`src/rtl/fifo_port_sched_pkg.sv`:
```
// Shared types and widths for the FIFO port scheduler.
package fifo_port_sched_pkg;

    typedef enum logic {
        IDLE  = 1'b0,
        BURST = 1'b1
    } state_t;

    localparam int unsigned BURST_CNT_W = 4;
    localparam int unsigned STALL_CNT_W = 16;

endpackage

```
`src/rtl/fifo_port_sched_rr_pick.sv`:
```
// Round-robin picker: first set request at or after rr_ptr, wrapping mod NUM_REQ.
module rr_pick #(
    parameter  int unsigned NUM_REQ = 4,
    localparam int unsigned ID_W    = $clog2(NUM_REQ)
) (
    input  logic [NUM_REQ-1:0] req,
    input  logic [ID_W-1:0]    rr_ptr,
    output logic               found,
    output logic [ID_W-1:0]    index
);

    always_comb begin
        logic [ID_W:0] pos;
        found = 1'b0;
        index = '0;
        pos   = '0;
        for (int unsigned k = 0; k < NUM_REQ; k++) begin
            pos = {1'b0, rr_ptr} + (ID_W+1)'(k);
            if (pos >= (ID_W+1)'(NUM_REQ)) begin
                pos = pos - (ID_W+1)'(NUM_REQ);
            end
            if (!found && req[pos[ID_W-1:0]]) begin
                found = 1'b1;
                index = pos[ID_W-1:0];
            end
        end
    end

endmodule

```
`src/rtl/fifo_port_sched.sv`:
```
// Serialises NUM_REQ round-robin write bursts and a read consumer onto a one-port FIFO.
// Optional write-stall statistics counter enabled by FIFO_PORT_SCHED_STATS_EN.
module fifo_port_sched
    import fifo_port_sched_pkg::*;
#(
    parameter  int unsigned NUM_REQ   = 4,
    parameter  int unsigned DATA_W    = 8,
    parameter  int unsigned MAX_BURST = 4,
    localparam int unsigned ID_W      = $clog2(NUM_REQ)
) (
    input  logic                      clk,
    input  logic                      reset,
    input  logic [NUM_REQ-1:0]        req,
    input  logic [NUM_REQ*DATA_W-1:0] req_data,
    output logic [NUM_REQ-1:0]        ack,
    input  logic                      rd_req,
    output logic                      rd_valid,
    output logic [DATA_W-1:0]         fifo_wr_data,
    output logic                      fifo_write,
    output logic                      fifo_read,
    input  logic                      fifo_full,
    input  logic                      fifo_empty,
    output logic [ID_W-1:0]           grant_id,
    output logic                      busy,
    output logic [STALL_CNT_W-1:0]    stall_count
);

    state_t                 state;
    state_t                 state_next;
    logic [ID_W-1:0]        rr_ptr;
    logic [ID_W-1:0]        next_ptr;
    logic [BURST_CNT_W-1:0] burst_cnt;
    logic                   wr_blocked_q;
    logic                   pick_found;
    logic [ID_W-1:0]        pick_idx;
    logic                   grant_req;
    logic                   wr_pending;
    logic                   acc;
    logic                   burst_exit;

    rr_pick #(.NUM_REQ(NUM_REQ)) u_rr_pick (
        .req    (req),
        .rr_ptr (rr_ptr),
        .found  (pick_found),
        .index  (pick_idx)
    );

    assign grant_req  = req[grant_id];
    assign wr_pending = (state == BURST) && grant_req && !fifo_full;
    assign burst_exit = (acc && (burst_cnt == BURST_CNT_W'(MAX_BURST - 1)))
                      || !grant_req || fifo_full;
    assign next_ptr   = (grant_id == ID_W'(NUM_REQ - 1)) ? '0 : grant_id + ID_W'(1);
    assign busy       = (state == BURST);

    // State register
    always_ff @(posedge clk) begin
        if (reset) begin
            state <= IDLE;
        end else begin
            state <= state_next;
        end
    end

    // Next-state logic
    always_comb begin
        state_next = state;
        case (state)
            IDLE:    if (pick_found) state_next = BURST;
            BURST:   if (burst_exit) state_next = IDLE;
            default: state_next = IDLE;
        endcase
    end

    // Port arbitration: a writer that lost a collision wins the following cycle
    always_comb begin
        fifo_read    = 1'b0;
        acc          = 1'b0;
        ack          = '0;
        fifo_wr_data = req_data[32'(grant_id)*DATA_W +: DATA_W];
        if (!reset) begin
            fifo_read = rd_req && !fifo_empty && !wr_blocked_q;
            acc       = wr_pending && !fifo_read;
        end
        fifo_write = acc;
        if (acc) begin
            ack[grant_id] = 1'b1;
        end
    end

    always_ff @(posedge clk) begin
        if (reset) begin
            rr_ptr       <= '0;
            grant_id     <= '0;
            burst_cnt    <= '0;
            wr_blocked_q <= 1'b0;
            rd_valid     <= 1'b0;
        end else begin
            wr_blocked_q <= wr_pending && fifo_read;
            rd_valid     <= fifo_read;
            if ((state == IDLE) && pick_found) begin
                grant_id  <= pick_idx;
                burst_cnt <= '0;
            end else if (acc) begin
                burst_cnt <= burst_cnt + BURST_CNT_W'(1);
            end
            if ((state == BURST) && burst_exit) begin
                rr_ptr <= next_ptr;
            end
        end
    end

`ifdef FIFO_PORT_SCHED_STATS_EN
    logic [STALL_CNT_W-1:0] stall_q;

    // Cycles a granted writer had a word but could not write; saturates
    always_ff @(posedge clk) begin
        if (reset) begin
            stall_q <= '0;
        end else if ((state == BURST) && grant_req && !acc && (stall_q != '1)) begin
            stall_q <= stall_q + STALL_CNT_W'(1);
        end
    end

    assign stall_count = stall_q;
`else
    assign stall_count = '0;
`endif

endmodule

```
`config.mk`:
```
export PLATFORM = sky130hd
export DESIGN_NAME = fifo_port_sched
export DESIGN_NICKNAME = d
export VERILOG_FILES = /design/src/rtl/fifo_port_sched_pkg.sv /design/src/rtl/fifo_port_sched_rr_pick.sv /design/src/rtl/fifo_port_sched.sv
export SDC_FILE = /design/constraint.sdc
export NUM_CORES = 1
export LEC_CHECK = 0
export ABC_AREA = 1
export CORE_UTILIZATION = 37
export DETAILED_ROUTE_END_ITERATION = 8
export PLACE_DENSITY = 0.81
export SYNTH_ARGS = -nofsm -noshare
export SYNTH_HDL_FRONTEND = slang
export SYNTH_SLANG_ARGS = --single-unit
```
`constraint.sdc`:
```
create_clock -name clk -period 1.99 [get_ports clk]
set_clock_uncertainty 0.2 [all_clocks]
set_input_delay 0.398 -clock clk [delete_from_list [all_inputs] [get_ports clk]]
set_output_delay 0.398 -clock clk [all_outputs]
set_load 0.01 [all_outputs]
```
# == Word level (Yosys, flattened, before mapping) ==
# Index checks and enable logic that the tools add are counted.
# totals
reg_bits,11
in_bits,41
wordCells,84
# op_classes
addsub,9
n_lt_le_gt_ge,10
n_eq_ne,2
n_shift,1
mux,31
bitwise,1
n_reduce_logical,24
# op_table
cell,count
$shiftx 32x6->8,1
$mux 2,9
$lt 2x3->1 const B,5
$mux 1,14
$logic_and 1x1->1,13
$bmux 1 s2,5
$ge 3x3->1 const B,3
$logic_not 1->1,8
$sub 2x1->2 const B,4
$add 2x2->3 const B,2
$add 4x1->4 const B,1
$eq 4x2->1 const B,1
$mux 4,1
$add 2x1->3 const B,1
$ge 2x3->1 const B,1
$add 2x1->2 const B,1
$demux 1 s2,1
$eq 2x2->1 const B,1
$ge 2x1->1 const B,1
$logic_or 1x1->1,2
$pmux 1 s2,1
$reduce_or 2->1,1
$not 1->1,1

# == Logic depth before layout (Yosys ltp) ==
# depth
ltp_word,16
mapped_depth,11

# == Modules after synthesis ==
# Synthesis repeated with hierarchy kept, for this count alone.
# hier_totals
hier_cells,208
area_unflattened_um2,1302.5
# by_module_without_submodules
mod,n_inst,cells_each,area_per_inst_um2,seq_area_each_um2
fifo_port_sched,1,149,983.4,220.2
rr_pick,1,59,319.1,0.0

# == Worst setup path before layout ==
# OpenSTA, ideal clock, no wires.
# synth_timing
path_type,register to output
startpoint,reg grant_id[0]
endpoint,out ack[0]
t_arrival_ns,1.357
required_time_ns,1.392
path_slack_ns,0.035
path_stages_with_launch,7
path_buffers,2
path_cell_list,dfxtp_1 > inv_2 > clkbuf_1 > clkbuf_1 > ha_1 > inv_1 > nor2_1
# synth_via
elab_chain_len,7
word_cells_on_any_way,12
classes_between,order compare (2); mux (6); reduce/logical (4)
# synth_lines
element,line_no,text
start: declaration,fifo_port_sched.sv:23,"output logic [ID_W-1:0] grant_id,"
start signal: assignment,fifo_port_sched.sv:101,grant_id <= pick_idx;
branches (longest 6 deep; another with $lt 2x3->1),-,
$mux 4 (*),fifo_port_sched.sv:85,if (acc) begin
end: declaration,fifo_port_sched.sv:15,"output logic [NUM_REQ-1:0] ack,"
# Mark *: on every way between the ends. The select of a mux whose other input is x is not followed.

# == Worst setup path after layout ==
# Ends and elaborated chain as after synthesis.

==> impl_metrics.csv <==
group,metric,value,unit
status,status,"finished with violations",
status,violations,"setup timing",
drt,wire_per_inst,10.3,um
critical_path,crit_slowest_cell,"dfxtp_4",
critical_path,crit_type,"register to output pin",
die,ios,75,
drt,routed-via-count,1427,
die,die-area,3500,um^2
logic_synthesis,synth_top_family_by_area,"simple AND/OR/NAND/NOR gates",
timing,finalCritPeriodShare,1.05,
drt,drt_wl_total,3240,um
place,dp_hpwl,2460,um
clock_network,tritoncts,"done",
timing,setup_ws,-0.0907,ns
global_routing,grt_usage,0.197,
pwr,switching_power,0.802,mW
place,gp_congestion,0.824,
logic_synthesis,synthAdderAreaFrac,0.0518,
global_routing,antenna_found_initial,0,
timing,setup_viol,5,
layout,drive_gt1_frac,0.255,
run,drv_cap,0,
die,core_region_area,3080,um^2
timing,worst_hold_slack,0.298,ns
critical_path,worstPathMaxFanout,8,
logic_synthesis,synth.area.mux_share,0,
timing,setup-tns-final,-0.360,ns
clock_network,clockBufferDepth,2,
layout,diodes,0,
die,dieWidth,59.1,um
logic_synthesis,yosys_warnings,0,
layout,fillCellCount,296,
worst_hold_path,hold_depth,2,
timing,slew_viol_final,0,
pwr,vdd_drop_max,0.000390,V
clock_network,path_clk_slew,0.07,ns
clock_network,h-tree-depth,1,
logic_synthesis,ys_ff_latch,11,
pwr,p_clk_frac,0.095,
timing,hold_viol,0,
layout,finish.net_count,318,
logic_synthesis,syn-mean-instance-area,6.26,um^2
critical_path,worstPathRequired,1.39,ns
global_routing,grt_first_pass_wirelength,5380,um
critical_path,critPathMaxStageDelay,0.36,ns
logic_synthesis,synth_area,1210,um^2
pwr,pwr-share-comb,0.712,
die,fp-row-count,20,
logic_synthesis,synth_xor_area_frac,0.0280,
drt,post-route-drc-count,0,
logic_synthesis,seq_area_frac_synth,0.182,
drt,dr.pass1.iters,4,
pwr,sw_frac_of_total,0.479,
global_routing,overflow,0,
global_routing,grt_max_degree,20,
critical_path,arrival,1.48,ns
pwr,power.density,853,nW/um^2
critical_path,reg2reg_depth,11,
timing,finalCriticalPeriod,2.08,ns
drt,drt_iter0_drc,50,
pwr,leakage,0.982,nW
logic_synthesis,synth_cells,193,
clock_network,cts_buffers,3,
die,initial_utilization,0.392,
pwr,internal-power,0.871,mW
die,die_h,59.1,um
timing,rsz0062_at_grt,"true",
pwr,power.total,1.67,mW
drt,viasPerCell,4.53,
critical_path,end_kind,"output pin",
clock_network,clock-sinks,11,
pwr,pwr-share-seq,0.193,
layout,final_common_cell,"clkdlybuf4s50_1",
critical_path,crit_path_start_kind,"register",
critical_path,path_cells,"buf_6, nand2_4, nand3_2, nand2_2, nand2_2, inv_2, nand4_4, nor2_2, buf_2",
clock_network,insertion_delay,0.27,ns
worst_hold_path,min_path_type,"register to register",
logic_synthesis,synth_compound_area_frac,0.185,
timing,fmax,0.481,GHz
place,port_buffers,58,
global_routing,grt_pass1_vias,1332,
layout,mostFrequentLayoutCells,"clkdlybuf4s50_1 (35), nor2_1 (29), nand2_1 (28), buf_4 (21), inv_1 (19)",
critical_path,critical-path-top-cell-by-count,"nand2_2",
logic_synthesis,ys_types,31,
drt,ant_nets,0,
layout,syn_to_final_growth,62.4,%
logic_synthesis,synth-simple-area-share,0.341,
clock_network,root_buffer,"clkbuf_4",
## cells in the mapped netlist
cell / count / share of area
nand2_1: 32 / 0.099
nor2_1: 32 / 0.099
clkbuf_1: 6 / 0.019
a21oi_2: 3 / 0.022
o211ai_1: 1 / 0.0062
xor2_2: 1 / 0.013
o41ai_1: 1 / 0.0073
buf_4: 16 / 0.099
nand3_4: 1 / 0.015
o21ai_1: 3 / 0.012
inv_2: 6 / 0.019
a21oi_1: 1 / 0.0041
nor2_2: 2 / 0.010
nand2_4: 2 / 0.019
o21ai_0: 17 / 0.070
nand3_1: 12 / 0.050
and2_4: 1 / 0.0073
nand4_1: 1 / 0.0052
conb_1: 1 / 0.0031
inv_1: 20 / 0.062
nor4_1: 1 / 0.0052
nand4_4: 1 / 0.018
o21ai_2: 2 / 0.015
xor2_1: 2 / 0.015
buf_6: 1 / 0.0093
ha_1: 5 / 0.052
a41oi_1: 1 / 0.0073
nor2_4: 1 / 0.0093
dfxtp_1: 11 / 0.18
o22ai_1: 8 / 0.041
nor3_1: 1 / 0.0041
## metrics by stage
stage               worst slack, ns  utilization  instance area, um^2  cells
finish                      -0.0907        0.637                 1960    315
CTS                          -0.152        0.628                 1930    314
global route                 -0.197        0.637                 1960    315
global placement             -0.670        0.613                 1890    306
detailed placement           -0.706        0.613                 1890    306
floorplan                    0.0348            -                 1260    208
## worst max-delay path, delay by kind of cell (launching register included)
family,cells,cell delay [ns]
and+or+nand+nor,6,0.49
DFF,1,0.36
buffers and inverters,3,0.33
## routing by layer
layer	global-route usage	wire length, um
met5	0	0
met1	0.240	1420
met4	0.0748	61
met3	0.0415	231
met2	0.339	1530
## layout make-up
type	instances	area, um^2	share of cell area
clock buffers	4	26.3	0.0134
repair buffers	82	727	0.371
multi-input cells	148	830	0.423
flip-flops and latches	11	225	0.115
well taps	44	55.1	0.0281
inverters	26	97.6	0.0498
## sequential cells by signal, indices dropped and copies added (netlist names)
register	cells
rd_valid	1
grant_id	2
wr_blocked_q	1
busy	1
rr_ptr	2
burst_cnt	4
## worst paths after layout
path	startpoint	end	slack, ns
max reg2reg	grant_id[0]	burst_cnt[0]	0.24
min	burst_cnt[1]	burst_cnt[1]	0.30
min reg2reg	burst_cnt[1]	burst_cnt[1]	0.30
max	grant_id[0]	ack[0]	-0.09
## repair_timing
item                                    CTS  global route
endpoints found under the setup margin   15            18
gates resized for setup                  47            23
buffers inserted                          4             1
pin swaps                                 9            10
hold buffers                              0             0
endpoints found under the hold margin     0             0
## power groups by stage
| stage | registers [mW] | logic [mW] | clock network, mW |
|---|---|---|---|
| after floorplan | 0.320 | 0.763 | 0 |
| after global placement | 0.320 | 1.19 | 0 |
| after detailed placement | 0.322 | 1.21 | 0 |
| after CTS | 0.318 | 1.19 | 0.163 |
| after global routing | 0.333 | 1.31 | 0.172 |
| final | 0.324 | 1.19 | 0.159 |
## cell families (layout without fill, tap and decap cells)
group	Yosys count	after routing
xor+xnor	3	3
other cells	1	16
compound gates	37	37
simple gates	87	87
buf+inv	49	112
fa+ha+maj	5	5
flops	11	11
Note: power is estimated with default switching activity, not from simulation.
